**src/rtl/div_unit.sv**
```systemverilog
// rtl/div_unit.sv - 32-bit signed/unsigned restoring divider, one quotient bit per cycle
module div_unit (
    input  logic        clk,
    input  logic        resetn,
    input  logic        start_i,
    input  logic        signed_i,
    input  logic [31:0] opa_i,
    input  logic [31:0] opb_i,
    input  logic        annul_i,
    output logic [63:0] result_o,
    output logic        ready_o,
    output logic        stall_div_o
);

    localparam logic [1:0] IDLE = 2'd0;
    localparam logic [1:0] DIVZ = 2'd1;
    localparam logic [1:0] ON   = 2'd2;
    localparam logic [1:0] END  = 2'd3;

    logic [1:0]  state;
    logic [5:0]  cnt;
    logic [64:0] rq;
    logic [31:0] divisor;
    logic        neg_q;
    logic        neg_r;

    logic        neg_a;
    logic        neg_b;
    logic [31:0] opa_mag;
    logic [31:0] opb_mag;
    logic [33:0] rem_win;
    logic [32:0] diff;
    logic        ge;
    logic [64:0] step_rq;
    logic [31:0] q_fix;
    logic [31:0] r_fix;

    assign neg_a   = signed_i & opa_i[31];
    assign neg_b   = signed_i & opb_i[31];
    assign opa_mag = neg_a ? (~opa_i + 32'd1) : opa_i;
    assign opb_mag = neg_b ? (~opb_i + 32'd1) : opb_i;

    // The window includes rq[64] so the compare sees the bit shifted out; it is always 0
    // because the partial remainder stays below the 32-bit divisor.
    assign rem_win = rq[64:31];
    assign ge      = rem_win >= {2'b00, divisor};
    assign diff    = rq[63:31] - {1'b0, divisor};
    assign step_rq = ge ? {diff, rq[30:0], 1'b1} : {rq[63:0], 1'b0};

    assign q_fix = neg_q ? (~step_rq[31:0]  + 32'd1) : step_rq[31:0];
    assign r_fix = neg_r ? (~step_rq[63:32] + 32'd1) : step_rq[63:32];

    assign stall_div_o = start_i & ~ready_o & ~annul_i;

    always_ff @(posedge clk or negedge resetn) begin
        if (!resetn) begin
            state    <= IDLE;
            cnt      <= 6'd0;
            rq       <= 65'd0;
            divisor  <= 32'd0;
            neg_q    <= 1'b0;
            neg_r    <= 1'b0;
            result_o <= 64'd0;
            ready_o  <= 1'b0;
        end else begin
            ready_o <= 1'b0;
            if (annul_i) begin
                state <= IDLE;
            end else begin
                case (state)
                    IDLE: begin
                        if (start_i) begin
                            rq      <= {33'd0, opa_mag};
                            divisor <= opb_mag;
                            neg_q   <= neg_a ^ neg_b;
                            neg_r   <= neg_a;
                            cnt     <= 6'd0;
                            state   <= (opb_i == 32'd0) ? DIVZ : ON;
                        end
                    end
                    DIVZ: begin
                        result_o <= 64'd0;
                        ready_o  <= 1'b1;
                        state    <= END;
                    end
                    ON: begin
                        rq  <= step_rq;
                        cnt <= cnt + 6'd1;
                        // Sign fix-up is folded into the final step so END just presents it.
                        if (cnt == 6'd31) begin
                            result_o <= {r_fix, q_fix};
                            ready_o  <= 1'b1;
                            state    <= END;
                        end
                    end
                    default: begin
                        state <= IDLE;
                    end
                endcase
            end
        end
    end

endmodule

```
**config.mk**
```make
export PLATFORM = sky130hd
export DESIGN_NAME = div_unit
export DESIGN_NICKNAME = d
export VERILOG_FILES = /design/src/rtl/div_unit.sv
export SDC_FILE = /design/constraint.sdc
export NUM_CORES = 1
export LEC_CHECK = 0
export ABC_AREA = 1
export BUFFER_PORTS_ARGS = -buffer_cell sky130_fd_sc_hd__buf_2
export CAP_MARGIN = 20
export CORE_ASPECT_RATIO = 1.1
export CORE_UTILIZATION = 47
export CTS_CLUSTER_SIZE = 25
export DETAILED_ROUTE_END_ITERATION = 16
export HOLD_SLACK_MARGIN = 0.1
export PLACE_DENSITY = 0.71
export SLEW_MARGIN = 20
export SYNTH_ARGS = -nofsm -noshare
export SYNTH_HDL_FRONTEND = slang
export SYNTH_SLANG_ARGS = --single-unit
```
**constraint.sdc**
```tcl
create_clock -name clk -period 4.8 [get_ports clk]
set_input_delay 0.96 -clock clk [delete_from_list [all_inputs] [get_ports clk]]
set_output_delay 0.96 -clock clk [all_outputs]
set_load 0.05 [all_outputs]
```
After elaboration in Yosys (flattened, before gate mapping)
Index checks and enable logic that the tools add are counted.
{"block": "totals", "output_inout_bits": 66, "register_bits": 172}
{"block": "classes", "n_lt_le_gt_ge": 1, "n_mux": 19, "bitwise": 11, "reduce_logical": 8, "n_addsub": 6, "n_eq_ne": 7}
{"operator": "$mux 65", "n": 2}
{"operator": "$pmux 65 s2", "n": 1}
{"operator": "$add 32x1->32 const B", "n": 4}
{"operator": "$mux 32", "n": 4}
{"operator": "$not 32->32", "n": 4}
{"operator": "$pmux 64 s2", "n": 1}
{"operator": "$mux 64", "n": 1}
{"operator": "$ge 34x32->1", "n": 1}
{"operator": "$sub 33x32->33", "n": 1}
{"operator": "$logic_not 32->1", "n": 1}
{"operator": "$pmux 6 s2", "n": 1}
{"operator": "$reduce_and 3->1", "n": 3}
{"operator": "$mux 2", "n": 4}
{"operator": "$add 6x1->6 const B", "n": 1}
{"operator": "$eq 6x5->1 const B", "n": 1}
{"operator": "$mux 6", "n": 1}
{"operator": "$ne 3x3->1 const B", "n": 2}
{"operator": "$pmux 2 s3", "n": 1}
{"operator": "$and 1x1->1", "n": 4}
{"operator": "$ne 2x2->1 const B", "n": 2}
{"operator": "$reduce_bool 2->1", "n": 2}
{"operator": "$eq 2x1->1 const B", "n": 1}
{"operator": "$eq 2x2->1 const B", "n": 1}
{"operator": "$logic_not 2->1", "n": 1}
{"operator": "other kinds (5)", "n": 7}

Longest topological paths before layout
{"block": "depth", "ltp_word": 7, "ltp_mapped": 27}

Least setup slack after synthesis
No wires, ideal clock.
{"block": "synth_path", "kind": "register to register", "startpoint": "register rq[31]", "endpoint": "register result_o[28]", "arrival_ns": 3.629, "setup_ns": 0.123, "slack_ns": 1.048, "t_required_ns": 4.677, "n_path_buf": 2, "path_stages_with_launch": 26, "period_less_slack_ns": 3.752, "cell_sequence": "dfrtp_1 -> inv_1 -> ha_1 -> inv_1 -> fa_1 -> nand3_1 -> nand3_2 -> nand2_2 -> nand2_2 -> a21oi_2 -> buf_2 -> buf_4 -> ha_1 -> nand3_1 -> nor3_1 -> nand3_1 -> nor2_1 -> nand3_1 -> nor3_2 -> nor2_1 -> a21oi_2 -> o21ai_0 -> a21oi_1 -> a21oi_1 -> o21ai_0 -> nand2_1"}
{"block": "synth_via", "elab_chain_cells": 7}
{"item": "from (decl)", "line_no": "22", "text": "logic [64:0] rq;"}
{"item": "from (signal assigned)", "line_no": "73", "text": "rq <= {33'd0, opa_mag};"}
{"item": "from (signal assigned)", "line_no": "87", "text": "rq <= step_rq;"}
{"item": "$ge 34x32->1", "line_no": "46", "text": "assign ge = rem_win >= {2'b00, divisor};"}
{"item": "$mux 65", "line_no": "48", "text": "assign step_rq = ge ? {diff, rq[30:0], 1'b1} : {rq[63:0], 1'b0};"}
{"item": "$not 32->32", "line_no": "50", "text": "assign q_fix = neg_q ? (~step_rq[31:0] + 32'd1) : step_rq[31:0];"}
{"item": "$add 32x1->32", "line_no": "50"}
{"item": "$mux 32", "line_no": "50"}
{"item": "$mux 64", "line_no": "90", "text": "if (cnt == 6'd31) begin"}
{"item": "$pmux 64 s2", "line_no": "70", "text": "case (state)"}
{"item": "to (signal assigned)", "line_no": "91", "text": "result_o <= {r_fix, q_fix};"}
{"item": "to (decl)", "line_no": "10", "text": "output logic [63:0] result_o,"}
No other way between the ends. The select of a mux whose other input is x is not followed.
A chain may end at the register's enable or synchronous reset.

Final worst setup path
Ends and elaborated chain as after synthesis.

==> metrics.md <==
| Metric | Value |
|---|---|
| Critical path capture point type | flip-flop |
| Insertion delay to the later sink of the worst-skew pair | around 440 ps |
| Final hold vios | 0 |
| Diode count | 0 |
| Worst hold path depth | 2 |
| Final worst path period need | 4161 ps |
| Post-Syn Instances | about 2,000 |
| Total GRT Usage | 30.62% |
| Share of flip-flops with an asynchronous set or reset | 100.0% |
| Critical-path cell list | inv_1 -> ha_1 -> inv_1 -> fa_1 -> nand3_1 -> nand3_2 -> nand2_2 -> nand2_2 -> a21oi_2 -> ha_1 -> nand3_1 -> nor3_1 -> nand3_1 -> nor2_1 -> nand3_1 -> nor3_2 -> nor2_1 -> a21oi_2 -> o21ai_0 -> a21oi_1 -> a21oi_1 -> o21ai_0 -> nand2_1 |
| Max-capacitance violation count | 0 |
| Num CTS Buffers | 17 |
| Clock Skews | between 10 and 15 ps |
| Commonest non-fill, non-tap cell in the layout | nand2_1 |
| Hold_buf cts | 0 |
| Die extent in y | around 180 µm |
| Wire per inst | 17.04 µm |
| CP peak stage delay | 430 ps |
| Routed wire length | approximately 43 mm |
| Die ar. | around 29,000 µm² |
| Initial cell density of the core | a little under half |
| CP max FO | 4 |
| I/O Pins | between 100 and 150 |
| Vias in the first global route | about 13,000 |
| Antenna Nets Post-Route | 0 |
| Antenna violations before repair | 0 |
| Reg2Reg Depth | 23 |
| Syn_nets | ~2,200 |
| WP data arrival | approximately 4500 ps |
| Iter 0 DRT Violations | 1,199 |
| Hold Crit Class | flip-flop to flip-flop |
| Slew margin rel. | a little over two fifths |
| Global-route wire length before repair | between 60 and 70 mm |
| Sequential share of the synthesized area | 32.59% |
| EDFF count, synth | 0 |
| Reg2reg start | rq[31] |
| Routability cong. | between 0.9 and 1 |
| Mean Syn Cell Area | between 6 and 7 µm² |
| Fraction of layout cells with a size suffix above 1 | 11.80% |
| DRC Markers | 0 |
| Yosys cell types | 50 |
| Critical path type | flip-flop to flip-flop |
| Period utilization | roughly 87% |
| Post-CTS Setup Bufs | 0 |
| Main flop type after synthesis | dfrtp_1 |
| Final setup fails | 0 |
| Buffers on Ports | roughly 130 |
| Worst setup SP type | flip-flop |
| Fillers | ~2,900 |
| Yosys reg bits | approximately 170 |
| CTS tree | done |
| Reg-to-reg endpoint | result_o[28] |
| Largest net degree at the start of global routing | 84 |
| Slew Viols, Final | 0 |
| Hold EP | result_o[61] |
| Critical path's top delay family | simple AND/OR/NAND/NOR gates |
| Max Clk Rate | approximately 0.24 GHz |
| Routed vias | approximately 14,000 |
| Setup slack, reg-to-reg | around 640 ps |
| Worst Path Required | between 5000 and 6000 ps |
| Finished Cell Area | roughly 15,000 µm² |
| Final #Nets | 2,268 |
| Vias per cell | around 5.4 |
| RSZ-0062 raised after global routing | no |
| Area growth from synthesis to layout | 11.91% |
| Die W | about 160 µm |
| Worst path depth | 23 |
| Clock slew seen by the registers of the worst setup and hold paths | 80 ps |
| Htree depth | 4 |
| Instance area after placement | about 14,000 µm² |
| # resized after CTS | 0 |
| Most frequent cells in the layout | nand2_1, inv_1, o21ai_0 |
| Crit path buffers/inverters | 2 |
| Hold_sp | result_o[61] |
| Core Area | 27,710 µm² |
| Placed wire-length estimate | ~34 mm |
| Setup TNS | 0 ps |
| Slowest-stage cell, CP | fa_1 |
| Ys Warns | 0 |
| Clk root buf | clkbuf_16 |
| Max Root-Sink Buffers | 2 |
| Grt total ovfl | 0 |
| Cell mode on critical path | nand3_1 |
| Worst Tran Pin Value | ~850 ps |
| Rows | 64 |
| Status | completed |
| 1st-pass router iterations | 6 |
| Clock Sinks | between 150 and 200 |
| Synth Cell Area | around 13,000 µm² |
## worst register-to-register path: stages (launching register included)
cell and delay (ps):
dfrtp_1 390, inv_1 80, ha_1 140, inv_1 80, fa_1 430, nand3_1 130
nand3_2 120, nand2_2 90, nand2_2 70, a21oi_2 210, ha_1 240, nand3_1 110
nor3_1 300, nand3_1 180, nor2_1 120, nand3_1 160, nor3_2 270, nor2_1 110
a21oi_2 190, o21ai_0 180, a21oi_1 190, a21oi_1 80, o21ai_0 90, nand2_1 70
## how the worst max path moves through the flow
stage / slack, ps / end / start
2_1_floorplan: 1050 / result_o[28] / rq[31]
3_3_place_gp: 870 / result_o[28] / rq[31]
3_5_place_dp: 740 / result_o[28] / rq[31]
4_1_cts: 720 / result_o[28] / rq[31]
5_1_grt: 190 / result_o[28] / divisor[24]
6_report: 640 / result_o[28] / rq[31]
## area by class of cell
class	instances	area, µm²	share of cell area, %
multi-input combinational	1538	7548	51.08
sequential	172	4304	29.13
inverter	278	1044	7.061
timing repair buffer	150	809.5	5.478
clock buffer	20	466.7	3.158
tap	363	454.2	3.073
clock inverter	12	151.4	1.024
## flip-flops by register name, summed over array words and instances (netlist names)
name,flops
rq,65
result_o,64
divisor,32
cnt,6
state,2
neg_q,1
neg_r,1
ready_o,1
## per-layer routing
metal  wire (µm)  global-route usage [%]  vias to the layer above
li1            -                       -                     6766
met1       17820                   37.09                     6458
met2       21620                   54.35                      442
met3        1946                   3.015                       97
met4        1769                   14.50                        0
met5           0                       0                        -
## through the flow
step	std cells	utilization, %	hold WS [ps]	setup WS (ps)
floorplan	2052	-	453.0	1048
CTS	2533	53.34	484.1	717.4
detailed placement	2501	51.11	464.3	743.3
global placement	2501	51.11	457.6	874.6
global route	2533	53.34	499.4	187.6
finish	2533	53.34	477.0	638.5
## cell families after synthesis
family / count (synthesis) / share of synthesized area (%)
buf+inv: 342 / 10.30
fa+ha+maj: 42 / 4.036
flops: 172 / 32.59
compound gates: 317 / 13.25
xor+xnor: 61 / 4.046
simple gates: 1118 / 35.78
## cell usage after synthesis, drive strengths merged (17+ instances only)
| master | instances | area [µm²] |
|---|---|---|
| o21ai | 189 | 957.2 |
| clkbuf | 43 | 161.4 |
| ha | 41 | 513.0 |
| xor2 | 47 | 411.6 |
| nand3 | 140 | 715.7 |
| nor2 | 193 | 789.5 |
| a21oi | 72 | 367.9 |
| inv | 274 | 1028 |
| buf | 21 | 155.1 |
| nand4 | 17 | 106.4 |
| nor3 | 38 | 195.2 |
| dfrtp | 172 | 4304 |
| nand2 | 701 | 2714 |
Power is not shown: default switching activity piles up to over one toggle a cycle in this logic, so the estimate is an artifact.
